[src/rtl/mem_stage_lsu.sv]
// Memory-stage load/store unit: one bus transaction per instruction, load align/extend.
// Optional misaligned-access trap: define LSU_MISALIGN_TRAP_EN.
module mem_stage_lsu #(
  parameter int         TIMEOUT_W = 8,
  parameter logic [3:0] WE_NONE   = 4'b1111
) (
  input  logic        clk,
  input  logic        resetn,
  input  logic        mem_read_in,
  input  logic [3:0]  mem_write_in,
  input  logic [31:0] addr_in,
  input  logic [31:0] store_data_in,
  input  logic [2:0]  funct3_in,
  input  logic        flush_in,
  output logic        dm_req,
  output logic [3:0]  dm_we,
  output logic [31:0] dm_addr,
  output logic [31:0] dm_wdata,
  input  logic        dm_ready,
  input  logic        dm_rvalid,
  input  logic [31:0] dm_rdata,
  output logic        stall_out,
  output logic [31:0] load_data_out,
  output logic        load_valid_out,
`ifdef LSU_MISALIGN_TRAP_EN
  output logic        misalign_err_out,
`endif
  output logic        bus_err_out
);

  typedef enum logic [1:0] {
    IDLE   = 2'd0,
    REQ    = 2'd1,
    WAIT_R = 2'd2,
    DONE   = 2'd3
  } state_t;

  state_t state, state_nxt;

  logic [31:0]          addr_q;
  logic [31:0]          wdata_q;
  logic [3:0]           we_q;
  logic [2:0]           f3_q;
  logic                 rd_q;
  logic                 is_load;
  logic [TIMEOUT_W-1:0] wd_cnt;
  logic                 wd_hit;
  logic                 access;
  logic                 misalign;
  logic [31:0]          aligned;

  assign access  = !flush_in &
                   (mem_read_in | (mem_write_in != WE_NONE));
  assign is_load = rd_q & (we_q == WE_NONE);
  assign wd_hit  = (wd_cnt == '1);

`ifdef LSU_MISALIGN_TRAP_EN
  assign misalign = access &
    (((funct3_in[1:0] == 2'b01) & addr_in[0]) |
     ((funct3_in[1:0] == 2'b10) & (addr_in[1:0] != 2'b00)));
`else
  assign misalign = 1'b0;
`endif

  always_ff @(posedge clk or negedge resetn) begin
    if (!resetn) state <= IDLE;
    else         state <= state_nxt;
  end

  always_comb begin
    state_nxt = state;
    unique case (state)
      IDLE: begin
        if (misalign)    state_nxt = DONE;
        else if (access) state_nxt = REQ;
      end
      REQ: begin
        if (dm_ready)    state_nxt = is_load ? WAIT_R : DONE;
        else if (wd_hit) state_nxt = DONE;
      end
      WAIT_R: begin
        if (dm_rvalid || wd_hit) state_nxt = DONE;
      end
      DONE:    state_nxt = IDLE;
      default: state_nxt = IDLE;
    endcase
  end

  always_comb begin
    dm_req    = 1'b0;
    dm_we     = WE_NONE;
    stall_out = 1'b0;
    unique case (state)
      IDLE:   stall_out = access;
      REQ: begin
        dm_req    = 1'b1;
        dm_we     = we_q;
        stall_out = 1'b1;
      end
      WAIT_R: stall_out = 1'b1;
      DONE:   stall_out = 1'b0;
      default: stall_out = 1'b0;
    endcase
  end

  assign dm_addr  = {addr_q[31:2], 2'b00};
  assign dm_wdata = wdata_q;

  always_ff @(posedge clk or negedge resetn) begin
    if (!resetn) begin
      addr_q  <= '0;
      wdata_q <= '0;
      we_q    <= WE_NONE;
      f3_q    <= '0;
      rd_q    <= 1'b0;
    end else if (state == IDLE && access) begin
      addr_q  <= addr_in;
      wdata_q <= store_data_in;
      we_q    <= mem_write_in;
      f3_q    <= funct3_in;
      rd_q    <= mem_read_in;
    end
  end

  // Counter restarts on each phase of the access so REQ and WAIT_R each get a full budget.
  always_ff @(posedge clk or negedge resetn) begin
    if (!resetn) begin
      wd_cnt <= '0;
    end else begin
      unique case (state)
        IDLE:    wd_cnt <= '0;
        REQ:     wd_cnt <= dm_ready ? '0 : wd_cnt + 1'b1;
        WAIT_R:  wd_cnt <= wd_cnt + 1'b1;
        default: wd_cnt <= wd_cnt;
      endcase
    end
  end

  always_comb begin
    logic [7:0]  b;
    logic [15:0] h;
    b = dm_rdata[8*addr_q[1:0] +: 8];
    h = addr_q[1] ? dm_rdata[31:16] : dm_rdata[15:0];
    case (f3_q)
      3'b000:  aligned = {{24{b[7]}}, b};
      3'b001:  aligned = {{16{h[15]}}, h};
      3'b100:  aligned = {24'd0, b};
      3'b101:  aligned = {16'd0, h};
      default: aligned = dm_rdata;
    endcase
  end

  always_ff @(posedge clk or negedge resetn) begin
    if (!resetn) begin
      load_data_out  <= '0;
      load_valid_out <= 1'b0;
      bus_err_out    <= 1'b0;
    end else begin
      load_valid_out <= 1'b0;
      bus_err_out    <= 1'b0;
      if (state == WAIT_R && dm_rvalid) begin
        load_data_out  <= aligned;
        load_valid_out <= 1'b1;
      end else if (wd_hit &&
                   ((state == REQ && !dm_ready) || state == WAIT_R)) begin
        bus_err_out <= 1'b1;
        if (is_load) load_data_out <= '0;
      end
    end
  end

`ifdef LSU_MISALIGN_TRAP_EN
  always_ff @(posedge clk or negedge resetn) begin
    if (!resetn) misalign_err_out <= 1'b0;
    else         misalign_err_out <= (state == IDLE) && misalign;
  end
`endif

endmodule

[config.mk]
export PLATFORM = sky130hd
export DESIGN_NAME = mem_stage_lsu
export DESIGN_NICKNAME = d
export VERILOG_FILES = /design/src/rtl/mem_stage_lsu.sv
export SDC_FILE = /design/constraint.sdc
export NUM_CORES = 1
export LEC_CHECK = 0
export CORE_MARGIN = 2
export CORE_UTILIZATION = 28
export DETAILED_ROUTE_END_ITERATION = 10
export SYNTH_ARGS = -nofsm -noshare
export SYNTH_HDL_FRONTEND = slang
export SYNTH_SLANG_ARGS = --single-unit
[constraint.sdc]
create_clock -name clk -period 3.55 [get_ports clk]
set_input_delay 0.71 -clock clk [delete_from_list [all_inputs] [get_ports clk]]
set_output_delay 0.71 -clock clk [all_outputs]
set_load 0.005 [all_outputs]
Word level (Yosys, flattened, before mapping)
Index checks and enable logic that the tools add are counted.
{"block": "classes", "n_reduce_logical": 16, "muxes": 19, "mul": 0, "n_addsub": 1, "shift": 1, "bitwise": 3, "eq_ne": 12, "n_lt_le_gt_ge": 0, "n_div": 0}
{"operator": "one-hot mux 32 bit (4 select lines)", "count": 1}
{"operator": "two-way mux 32 bit", "count": 3}
{"operator": "variable part select 32 x 6 -> 8 bit", "count": 1}
{"operator": "one-hot mux 8 bit (3 select lines)", "count": 1}
{"operator": "two-way mux 16 bit", "count": 1}
{"operator": "adder 8 x 1 -> 8 bit (second input constant)", "count": 1}
{"operator": "== test 8 bit (second input constant)", "count": 1}
{"operator": "two-way mux 2 bit", "count": 4}
{"operator": "two-way mux 8 bit", "count": 1}
{"operator": "one-hot mux 2 bit (4 select lines)", "count": 1}
{"operator": "== test 3 bit (second input constant)", "count": 2}
{"operator": "two-way mux 1 bit", "count": 5}
{"operator": "== test 2 bit (second input constant)", "count": 2}
{"operator": "== test 4 bit (second input constant)", "count": 1}
{"operator": "logical AND 1 bit", "count": 4}
{"operator": "two-way mux 4 bit", "count": 1}
{"operator": "inequality test 2 bit (second input constant)", "count": 2}
{"operator": "inequality test 4 bit (second input constant)", "count": 1}
{"operator": "nonzero test 2 bit", "count": 2}
{"operator": "== test 3 x 1 -> 1 bit (second input constant)", "count": 1}
{"operator": "logical NOT 3 bit", "count": 1}
{"operator": "inequality test 3 bit (second input constant)", "count": 1}
{"operator": "one-hot mux 1 bit (3 select lines)", "count": 1}
{"operator": "AND reduction 3 bit", "count": 1}
{"operator": "9 further kinds", "count": 12}
{"block": "totals", "inputBits": 109, "output_inout_bits": 104, "elab_cells": 62, "memories": 0, "ff_bits": 116, "latchBits": 0, "mem_bits_rw": 0, "mem_bits_ro": 0}

Logic depth before layout (Yosys ltp)
Gate-level depths: netlist of the first run.
{"block": "logic_depth", "ltp_word": 6, "depth_mapped": 8, "mapped_depth_nobuf": 6}

Least setup slack after synthesis of the first run
No wires, ideal clock.
{"block": "synth_path", "path_kind": "in2out", "from": "input port mem_write_in[3]", "to": "output port stall_out", "path_stages": 5, "t_required_ns": 2.840, "path_buffers": 1, "arrival_time_ns": 1.514, "setup_slack_ns": 1.326, "cell_sequence": "and3_1 -> a31oi_1 -> nand2_1 -> buf_2 -> o21ai_0"}
{"block": "synth_between", "elab_chain_len": 4}
{"item": "start: declaration", "line_no": "10", "rtl": "input logic [3:0] mem_write_in,"}
{"item": "inequality test 4 bit", "line_no": "53", "rtl": "(mem_read_in | (mem_write_in != WE_NONE));"}
{"item": "OR 1 bit", "line_no": "53"}
{"item": "AND 1 bit", "line_no": "52", "rtl": "assign access = !flush_in &"}
{"item": "one-hot mux 1 bit (3 select lines)", "line_no": "93", "rtl": "unique case (state)"}
{"item": "end: declaration", "line_no": "22", "rtl": "output logic stall_out,"}
No other way between the ends.

Worst setup path in the final report of the first run
{"block": "layout_path", "from": "input port mem_write_in[1]", "to": "output port stall_out"}
The elaborated chain is that of the path after synthesis.

==> results of run 1 <==
critical path, delay by kind of cell:
family	cells	cell delay, ns
AO/OA/AOI/OAI	2	0.34
buffers and inverters	2	0.96
AND/OR/NAND/NOR	2	0.26
where the power goes:
group          leakage, nW  switching, W  total, W  internal (W)
combinational         1.64      0.000998   0.00284       0.00184
sequential            1.42      0.000432   0.00238       0.00194
clock                0.291      0.000616   0.00175       0.00114
final cells by class:
| class | count | area, um2 | area share (%) |
|---|---|---|---|
| timing repair buffer | 214 | 2140 | 26.5 |
| tap | 234 | 293 | 3.62 |
| clock inverter | 13 | 158 | 1.95 |
| sequential | 116 | 2910 | 36.0 |
| clock buffer | 19 | 453 | 5.61 |
| multi-input combinational | 245 | 2090 | 25.9 |
| inverter | 9 | 33.8 | 0.418 |
cell usage after synthesis, types with 3 or more instances:
cell type	instances	area share, %
sky130_fd_sc_hd__dfrtp_1	112	52
sky130_fd_sc_hd__mux2_2	74	16
sky130_fd_sc_hd__buf_4	33	4.6
sky130_fd_sc_hd__nand2_1	17	1.2
sky130_fd_sc_hd__a221o_1	16	3.0
sky130_fd_sc_hd__o21ai_0	13	1.2
sky130_fd_sc_hd__a22o_1	10	1.6
sky130_fd_sc_hd__nor2_1	10	0.70
sky130_fd_sc_hd__a21oi_1	9	0.84
sky130_fd_sc_hd__buf_2	9	0.84
sky130_fd_sc_hd__mux2i_1	9	1.7
sky130_fd_sc_hd__nand2b_1	9	1.0
sky130_fd_sc_hd__o2bb2ai_1	9	1.5
sky130_fd_sc_hd__a2bb2oi_1	7	1.1
sky130_fd_sc_hd__inv_1	7	0.49
sky130_fd_sc_hd__o22ai_1	7	0.81
sky130_fd_sc_hd__or3_1	7	0.81
sky130_fd_sc_hd__clkbuf_1	6	0.42
sky130_fd_sc_hd__ha_1	6	1.4
sky130_fd_sc_hd__nand3_1	6	0.56
sky130_fd_sc_hd__nor2b_1	5	0.58
sky130_fd_sc_hd__dfstp_2	4	2.0
sky130_fd_sc_hd__nor3_1	4	0.37
sky130_fd_sc_hd__buf_6	3	0.63
metrics by stage:
| stage | util, % | hold WS [ns] | total power (W) | setup slack, ns | cell area [um2] |
|---|---|---|---|---|---|
| 6_report | 43.0 | 0.161 | 0.00697 | 0.564 | 8080 |
| 5_1_grt | 43.0 | 0.149 | 0.00740 | 0.489 | 8080 |
| 4_1_cts | 43.0 | 0.144 | 0.00706 | 0.553 | 8080 |
| 3_5_place_dp | 39.8 | 0.480 | 0.00526 | 0.572 | 7470 |
| 3_3_place_gp | 39.8 | 0.475 | 0.00519 | 0.585 | 7470 |
| 2_1_floorplan | - | 0.414 | 0.00386 | 1.33 | 5380 |
flip-flops by register name (all words and copies together), names as in the netlist:
name            flops
load_data_out      32
addr_q             32
state               2
we_q                4
wd_cnt              8
bus_err_out         1
f3_q                3
rd_q                1
dm_wdata           32
load_valid_out      1
worst max-delay path by stage:
stage / end / startpoint / cells after the start / slack (ns)
after global placement: stall_out / mem_write_in[1] / 6 / 0.59
final: stall_out / mem_write_in[1] / 6 / 0.56
after CTS: stall_out / mem_write_in[1] / 6 / 0.55
after floorplan: stall_out / mem_write_in[3] / 5 / 1.33
after global routing: stall_out / mem_write_in[1] / 6 / 0.49
after detailed placement: stall_out / mem_write_in[1] / 6 / 0.57
cell families after synthesis:
group                      Yosys count  synth area share (%)
other                                1                0.0698
muxes                               85                  18.0
DFF                                116                  54.1
AOI/OAI and AO/OA                   82                  11.7
and+or+nand+nor                     67                  6.98
buffers and inverters               61                  7.19
xor gates and xnor gates             3                 0.489
adders and majority gates            6                  1.40
routing by layer:
metal  wire length, um  share of wire, %  global-route usage [%]
met5                 0                 0                       0
met4               127              0.88                    3.86
met3              1060               7.4                    4.78
met2              6960                48                    23.0
met1              6220                43                    17.7
==> results.sh, run 1 <==
export IMPL_route_detailed_drc=0
export IMPL_postCtsHoldBufs=0
export IMPL_postCtsResizedCells=0
export IMPL_hold_viol=0
export IMPL_grt_usage_pct=14.1
export IMPL_setup_total_negative_slack_ns=0
export IMPL_routabilityCongestion=0.777
export IMPL_drt_pre_antenna_iters=4
export IMPL_worst_hold_path_type="input pin to async pin"
export IMPL_synth_seq_area_share_pct=54.1
export IMPL_grt_start_max_net_pins=73
export IMPL_cts_root_buffer_cell="sky130_fd_sc_hd__clkbuf_16"
export IMPL_detail_route_iter0_violations=178
export IMPL_run_status="complete, no violations"
export IMPL_boundaryPins=213
export IMPL_fin_skew_ns=0.0110
export IMPL_path_max_fanout=2
export IMPL_postSynthCellCount=421
export IMPL_synthToLayoutAreaGrowth_pct=50.3
export IMPL_worst_ep_arrival_time_ns=2.28
export IMPL_finalNetCount=718
export IMPL_synth_edff_count=0
export IMPL_grt_setup_unrepaired="false"
export IMPL_slew_headroom_pct=29.6
export IMPL_max_clock_path_buffers=2
export IMPL_most_frequent_cells_in_the_layout="209 x sky130_fd_sc_hd__clkdlybuf4s50_1, 112 x sky130_fd_sc_hd__dfrtp_1, 74 x sky130_fd_sc_hd__mux2_2"
export IMPL_async_flop_share_pct=100
export IMPL_tritoncts_clock_tree="built"
export IMPL_postSynthRegisterBits=116
export IMPL_clk_insertion_delay_late_ns=0.40
export IMPL_fraction_of_layout_instances_using_a_drive_strength_above_1_pct=20.1
export IMPL_row_cnt=50
export IMPL_antenna_cells=0
export IMPL_antenna_found_initial=0
export IMPL_layout_filler_cells=1719
export IMPL_dp_hpwl_mm=10.6
export IMPL_route_antenna_remaining_nets=0
export IMPL_crit_reg2reg_capture="load_data_out[24]"
export IMPL_wl_per_cell_um=16.9
export IMPL_setup_violations=0
export IMPL_slowest_stage="sky130_fd_sc_hd__clkdlybuf4s50_1"
export IMPL_worst_r2r_setup_slack_ns=1.12
export IMPL_layoutNonFillerInstCount=850
export IMPL_postSynth_topFlopCell="sky130_fd_sc_hd__dfrtp_1"
export IMPL_cell_area_after_synthesis_um2=5370
export IMPL_dr_total_vias=4055
export IMPL_total_leakage_power_nw=3.35
export IMPL_fp_dieW_um=143
export IMPL_yosys_cell_types_count=44
export IMPL_routed_via_density=4.77
export IMPL_power_per_cell_area_nw_per_um2=862
export IMPL_reg2reg_from="state[1]"
export IMPL_clock_sinks=116
export IMPL_timing_max_cap_violations=0
export IMPL_clk_pin_slew_ns=0.06
export IMPL_path_cells="clkdlybuf4s50_1, and3_1, a31oi_1, nand2_4, o21ai_0, clkdlybuf4s50_1"
export IMPL_numPlacedInstances=818
export IMPL_syn_avg_cell_area_um2=12.8
export IMPL_worst_slew_pin_transition_ns=1.05
export IMPL_finalCritPeriodShare_pct=84.1
export IMPL_route_final_wire_length_mm=14.4
export IMPL_number_of_global_route_vias_before_repair=4275
export IMPL_synthesis_yosys_warnings=0
export IMPL_report_final_slew_viol_count=0
export IMPL_crit_type="input pin to primary output"
export IMPL_final_min_clock_period_ns=2.99
export IMPL_design_die_area_um2=20300
export IMPL_design_core_area_um2=18800
export IMPL_ff2ff_path_depth=7
export IMPL_worst_path_most_repeated_cell="sky130_fd_sc_hd__clkdlybuf4s50_1"
export IMPL_max_freq_mhz=335
export IMPL_endpoint_kind="primary output"
export IMPL_cp_data_required_time_ns=2.84
export IMPL_timing_critical_path_slowest_cell_delay_ns=0.53
export IMPL_peak_supply_drop_mv=0.467
export IMPL_start_util_pct=28.6
export IMPL_cts_post_setup_buffers_inserted=0
export IMPL_cts_max_level=4
export IMPL_dieHeight_um=143
export IMPL_setup_worst_path_start_class="input pin"
export IMPL_placement_io_buffers=210
export IMPL_grt_remaining_overflow=0
export IMPL_number_of_buffers_added_by_the_clock_tree_synthesis_step=17
export IMPL_grt_pass1_wl_mm=22.5
export IMPL_final_common_cell="sky130_fd_sc_hd__clkdlybuf4s50_1"
(Power assumes the default switching activity.)
==> run 2, diff against run 1 <==
Clock period 3.55 ns to 3 ns, I/O delays scaled along.
==> results.sh, run 2 (synthesis gave the netlist of run 1 again) <==
export IMPL_run_status="complete, no violations"
export IMPL_setup_total_negative_slack_ns=0
export IMPL_numPlacedInstances=819
export IMPL_grt_usage_pct=14.4
export IMPL_grt_met1_usage_pct=17.6
export IMPL_grt_util_met3_pct=5.45
export IMPL_groute_layer_met2_usage_pct=23.6
export IMPL_cts_root_buffer_cell="sky130_fd_sc_hd__clkbuf_16"
export IMPL_design_die_area_um2=20300
export IMPL_dieHeight_um=143
export IMPL_cp_data_required_time_ns=2.40
export IMPL_reg2reg_from="state[1]"
export IMPL_fp_dieW_um=143
export IMPL_dp_worst_setup_slack_ns=0.177
export IMPL_grt_pass1_wl_mm=22.7
export IMPL_cts_post_setup_buffers_inserted=0
export IMPL_detail_route_iter0_violations=220
export IMPL_postCtsHoldBufs=0
export IMPL_critical_path_startpoint="mem_write_in[1]"
export IMPL_max_clock_path_buffers=2
export IMPL_layoutNonFillerInstCount=851
export IMPL_clock_sinks=116
export IMPL_layout_filler_cells=1754
export IMPL_route_detailed_drc=0
export IMPL_worst_hold_path_type="input pin to async pin"
export IMPL_clk_pin_slew_ns=0.06
export IMPL_design_core_area_um2=18800
export IMPL_power_share_combinational_pct=41.2
export IMPL_detailed_place_area_um2=7490
export IMPL_grt_start_max_net_pins=73
export IMPL_total_leakage_power_nw=3.37
export IMPL_grt_remaining_overflow=0
export IMPL_fin_ws_ns=0.176
export IMPL_switching_power_w=0.00241
export IMPL_routed_via_density=4.74
export IMPL_p_clk_share_pct=25.5
export IMPL_timing_critical_path_slowest_cell_delay_ns=0.54
export IMPL_number_of_global_route_vias_before_repair=4213
export IMPL_timing_max_cap_violations=0
export IMPL_hold_viol=0
export IMPL_report_final_slew_viol_count=0
export IMPL_worst_ep_arrival_time_ns=2.22
export IMPL_peak_supply_drop_mv=0.513
export IMPL_pwr_share_seq_pct=33.3
export IMPL_slew_headroom_pct=25.8
export IMPL_worst_slew_pin_transition_ns=1.11
export IMPL_power_internal_w=0.00592
export IMPL_dp_hpwl_mm=10.8
export IMPL_grt_setup_unrepaired="false"
export IMPL_timing_critical_path_buf_inv=2
export IMPL_antenna_found_initial=0
export IMPL_route_final_wire_length_mm=14.6
export IMPL_fin_total_pwr_w=0.00833
export IMPL_slowest_stage="sky130_fd_sc_hd__clkdlybuf4s50_1"
export IMPL_drt_pre_antenna_iters=4
export IMPL_boundaryPins=213
export IMPL_path_delay_family="buffers and inverters"
export IMPL_row_cnt=50
export IMPL_path_max_fanout=2
export IMPL_dr_total_vias=4030
export IMPL_power_per_cell_area_nw_per_um2=1030
export IMPL_number_of_buffers_added_by_the_clock_tree_synthesis_step=17
export IMPL_final_design_area_no_fill_um2=8110
export IMPL_routabilityCongestion=0.776
export IMPL_tritoncts_clock_tree="built"
export IMPL_clk_insertion_delay_late_ns=0.41
export IMPL_top_usage_layer="met2"
export IMPL_fin_skew_ns=0.0129
export IMPL_start_util_pct=28.6
export IMPL_final_min_clock_period_ns=2.82
export IMPL_wl_per_cell_um=17.1
export IMPL_placement_io_buffers=210
export IMPL_finalCritPeriodShare_pct=94.1
export IMPL_postCtsResizedCells=0
export IMPL_cts_max_level=4
export IMPL_worst_path_most_repeated_cell="sky130_fd_sc_hd__clkdlybuf4s50_1"
export IMPL_route_antenna_remaining_nets=0
export IMPL_finalNetCount=719
export IMPL_fraction_of_layout_instances_using_a_drive_strength_above_1_pct=19.6
export IMPL_final_common_cell="sky130_fd_sc_hd__clkdlybuf4s50_1"
export IMPL_switching_share_pct=28.9
export IMPL_crit_type="input pin to primary output"
export IMPL_most_frequent_cells_in_the_layout="209 x sky130_fd_sc_hd__clkdlybuf4s50_1, 112 x sky130_fd_sc_hd__dfrtp_1, 74 x sky130_fd_sc_hd__mux2_2"
export IMPL_setup_worst_path_start_class="input pin"
export IMPL_synthToLayoutAreaGrowth_pct=50.8
export IMPL_antenna_cells=0
export IMPL_path_cells="clkdlybuf4s50_1, and3_1, a31oi_1, nand2_4, o21ai_0, clkdlybuf4s50_1"
export IMPL_endpoint_kind="primary output"
export IMPL_max_freq_mhz=354
export IMPL_setup_violations=0
[run 2: through the flow]
step | hold slack, ns | util, %
4_1_cts | 0.181 | 43.2
5_1_grt | 0.201 | 43.2
3_3_place_gp | 0.476 | 39.9
3_5_place_dp | 0.486 | 39.9
6_report | 0.179 | 43.2
2_1_floorplan | 0.304 | -
[run 2: power groups by stage]
stage / Sequential, W / Combinational (W) / Clock (W)
final: 0.00278 / 0.00343 / 0.00212
after global routing: 0.00287 / 0.00372 / 0.00226
after floorplan: 0.00269 / 0.00188 / 0
after global placement: 0.00277 / 0.00339 / 0
after detailed placement: 0.00280 / 0.00346 / 0
after CTS: 0.00278 / 0.00348 / 0.00218
[run 2: layout make-up]
class	instances	area [um2]	area share, %
Multi-Input combinational cell	245	2090	25.8
Tap cell	234	293	3.61
Inverter	9	33.8	0.417
Timing Repair Buffer	215	2160	26.7
Sequential cell	116	2910	35.9
Clock buffer	23	468	5.77
Clock inverter	9	151	1.87
[run 2: final timing paths]
check,endpoint,cells after the start,slack [ns]
max,stall_out,6,0.18
min,load_data_out[26],1,0.18
max reg2reg,load_data_out[11],7,0.60
min reg2reg,load_data_out[7],1,0.49
max in group asynchronous,we_q[1],2,2.01
min in group clk,load_data_out[7],1,0.49
[run 2: metal layers]
metal | part of all wire, % | up-vias
met3 | 7.6 | 11
met5 | 0 | -
met2 | 48 | 163
met4 | 0.97 | 0
met1 | 43 | 1982
li1 | - | 1874
==> run 3, diff against run 2 <==
Settings changed: ABC_AREA from default to 1.
==> results.sh, run 3 <==
export IMPL_run_status="complete, no violations"
export IMPL_synth_seq_area_share_pct=50.9
export IMPL_fin_ws_ns=0.280
export IMPL_max_freq_mhz=368
export IMPL_synth_edff_count=0
export IMPL_crit_type="flip-flop to primary output"
export IMPL_postCtsHoldBufs=0
export IMPL_timing_critical_path_slowest_cell_delay_ns=0.56
export IMPL_setup_worst_path_start_class="flip-flop"
export IMPL_tritoncts_clock_tree="built"
export IMPL_cell_area_after_synthesis_um2=5710
export IMPL_clk_pin_slew_ns=0.06
export IMPL_dp_hpwl_mm=11.4
export IMPL_fp_dieW_um=147
export IMPL_route_antenna_remaining_nets=0
export IMPL_fin_skew_ns=0.00890
export IMPL_grt_setup_unrepaired="false"
export IMPL_design_die_area_um2=21600
export IMPL_yosys_top_cells_area="sky130_fd_sc_hd__dfrtp_1 49%, sky130_fd_sc_hd__nand2_1 10%, sky130_fd_sc_hd__o21ai_0 7.3%"
export IMPL_async_flop_share_pct=100
export IMPL_slowest_stage="sky130_fd_sc_hd__clkdlybuf4s50_1"
export IMPL_fraction_of_layout_instances_using_a_drive_strength_above_1_pct=8.50
export IMPL_critical_path_startpoint="state[0]"
export IMPL_grt_pass1_wl_mm=26.2
export IMPL_number_of_buffers_added_by_the_clock_tree_synthesis_step=17
export IMPL_netlist_top_cell_by_area="sky130_fd_sc_hd__dfrtp_1"
export IMPL_synth_top_cells_by_count="157 x sky130_fd_sc_hd__nand2_1, 112 x sky130_fd_sc_hd__dfrtp_1, 101 x sky130_fd_sc_hd__inv_1, 83 x sky130_fd_sc_hd__o21ai_0, 44 x sky130_fd_sc_hd__nand3_1"
export IMPL_postSynthRegisterBits=116
export IMPL_ff2ff_path_depth=9
export IMPL_clock_sinks=116
export IMPL_synthToLayoutAreaGrowth_pct=47.8
export IMPL_synthesis_yosys_warnings=0
export IMPL_setup_total_negative_slack_ns=0
export IMPL_grt_remaining_overflow=0
export IMPL_total_leakage_power_nw=4.05
export IMPL_finalNetCount=984
export IMPL_path_cells="inv_1, ha_1, inv_1, o21ai_0, clkdlybuf4s50_1"
export IMPL_antenna_cells=0
export IMPL_cts_root_buffer_cell="sky130_fd_sc_hd__clkbuf_16"
export IMPL_postCtsResizedCells=0
export IMPL_worst_path_most_repeated_cell="sky130_fd_sc_hd__inv_1"
export IMPL_route_final_wire_length_mm=15.7
export IMPL_start_util_pct=28.4
export IMPL_finalCritPeriodShare_pct=90.7
export IMPL_synth_most_common_cell="sky130_fd_sc_hd__nand2_1"
export IMPL_row_cnt=52
export IMPL_dieHeight_um=147
export IMPL_final_util_pct=42.0
export IMPL_wl_per_cell_um=13.7
export IMPL_worst_ep_arrival_time_ns=2.12
export IMPL_peak_supply_drop_mv=0.769
export IMPL_cts_max_level=4
export IMPL_worst_slew_pin_transition_ns=0.709
export IMPL_hold_viol=0
export IMPL_grt_usage_pct=15.2
export IMPL_cts_post_setup_buffers_inserted=0
export IMPL_dr_total_vias=4904
export IMPL_cp_data_required_time_ns=2.40
export IMPL_timing_max_cap_violations=0
export IMPL_final_min_clock_period_ns=2.72
export IMPL_power_per_cell_area_nw_per_um2=963
export IMPL_placement_io_buffers=210
export IMPL_slew_headroom_pct=52.7
export IMPL_route_detailed_drc=0
export IMPL_final_common_cell="sky130_fd_sc_hd__clkdlybuf4s50_1"
export IMPL_design_core_area_um2=20100
export IMPL_path_max_fanout=5
export IMPL_worst_r2r_setup_slack_ns=0.91
export IMPL_postSynthCellCount=696
export IMPL_setup_violations=0
export IMPL_grt_start_max_net_pins=145
export IMPL_crit_reg2reg_capture="load_data_out[12]"
export IMPL_report_final_slew_viol_count=0
export IMPL_postSynth_topFlopCell="sky130_fd_sc_hd__dfrtp_1"
export IMPL_yosys_cell_types_count=33
export IMPL_routabilityCongestion=0.868
export IMPL_number_of_global_route_vias_before_repair=4978
export IMPL_antenna_found_initial=0
export IMPL_drt_pre_antenna_iters=4
export IMPL_routed_via_density=4.26
export IMPL_dp_worst_setup_slack_ns=0.322
export IMPL_boundaryPins=213
export IMPL_yosys_top_cell_area_share_pct=49.0
export IMPL_reg2reg_from="state[1]"
export IMPL_most_frequent_cells_in_the_layout="209 x sky130_fd_sc_hd__clkdlybuf4s50_1, 156 x sky130_fd_sc_hd__nand2_1, 112 x sky130_fd_sc_hd__dfrtp_1"
export IMPL_detail_route_iter0_violations=211
export IMPL_max_clock_path_buffers=2
export IMPL_endpoint_kind="primary output"
export IMPL_capture_point_of_the_critical_path="stall_out"
export IMPL_syn_avg_cell_area_um2=8.21
export IMPL_worst_hold_path_type="input pin to async pin"
export IMPL_clk_insertion_delay_late_ns=0.41
==> run 3: per-layer routing <==
metal / part of all wire (%) / up-vias / global-route usage [%]
li1: - / 2497 / -
met1: 45 / 2212 / 19.8
met2: 43 / 182 / 22.9
met3: 11 / 13 / 6.80
met4: 1.1 / 0 / 4.47
met5: 0 / - / 0
==> run 3: cells by family after synthesis <==
| family | after synthesis | share of synthesized area (%) |
|---|---|---|
| AOI/OAI and AO/OA | 134 | 12.6 |
| xor gates and xnor gates | 1 | 0.153 |
| adders and majority gates | 6 | 1.31 |
| buffers and inverters | 169 | 14.4 |
| DFF | 116 | 50.9 |
| muxes | 1 | 0.175 |
| other | 1 | 0.0656 |
| and+or+nand+nor | 268 | 20.4 |
==> run 3: worst min path at each step <==
| stage | endpoint | from | slack [ns] |
|---|---|---|---|
| finish | load_data_out[26] | resetn | 0.25 |
| global route | load_data_out[30] | resetn | 0.30 |
| CTS | load_data_out[26] | resetn | 0.27 |
| detailed placement | dm_wdata[30] | dm_wdata[30] | 0.47 |
| global placement | addr_q[31] | addr_q[31] | 0.46 |
| floorplan | addr_q[0] | resetn | 0.30 |
==> run 3: final cells by class <==
type | count | area (um2)
inverters | 105 | 397
well taps | 270 | 338
flip-flops and latches | 116 | 2910
repair buffers | 217 | 2190
clock inverters | 15 | 190
multi-input cells | 412 | 2000
fillers | 2034 | 11700
clock buffers | 17 | 425
==> run 3: worst max-delay path: cells and delay by family (launching register included) <==
family / cells / cell delay [ns]
compound gates: 1 / 0.27
flops: 1 / 0.41
buf+inv: 3 / 0.75
fa+ha+maj: 1 / 0.28
==> run 3: through the flow <==
| stage | hold WS [ns] | area, um2 | std cells | total power, W |
|---|---|---|---|---|
| after floorplan | 0.304 | 5720 | 697 | 0.00442 |
| after global placement | 0.464 | 7830 | 1120 | 0.00601 |
| after detailed placement | 0.472 | 7830 | 1120 | 0.00605 |
| after CTS | 0.267 | 8440 | 1152 | 0.00825 |
| after global routing | 0.298 | 8440 | 1152 | 0.00878 |
| final | 0.247 | 8440 | 1152 | 0.00814 |
==> run 3: power breakdown <==
part / internal (W) / total [W] / switching (W)
clock: 0.00133 / 0.00214 / 0.000807
sequential: 0.00226 / 0.00268 / 0.000419
combinational: 0.00177 / 0.00332 / 0.00155
total: 0.00536 / 0.00814 / 0.00277
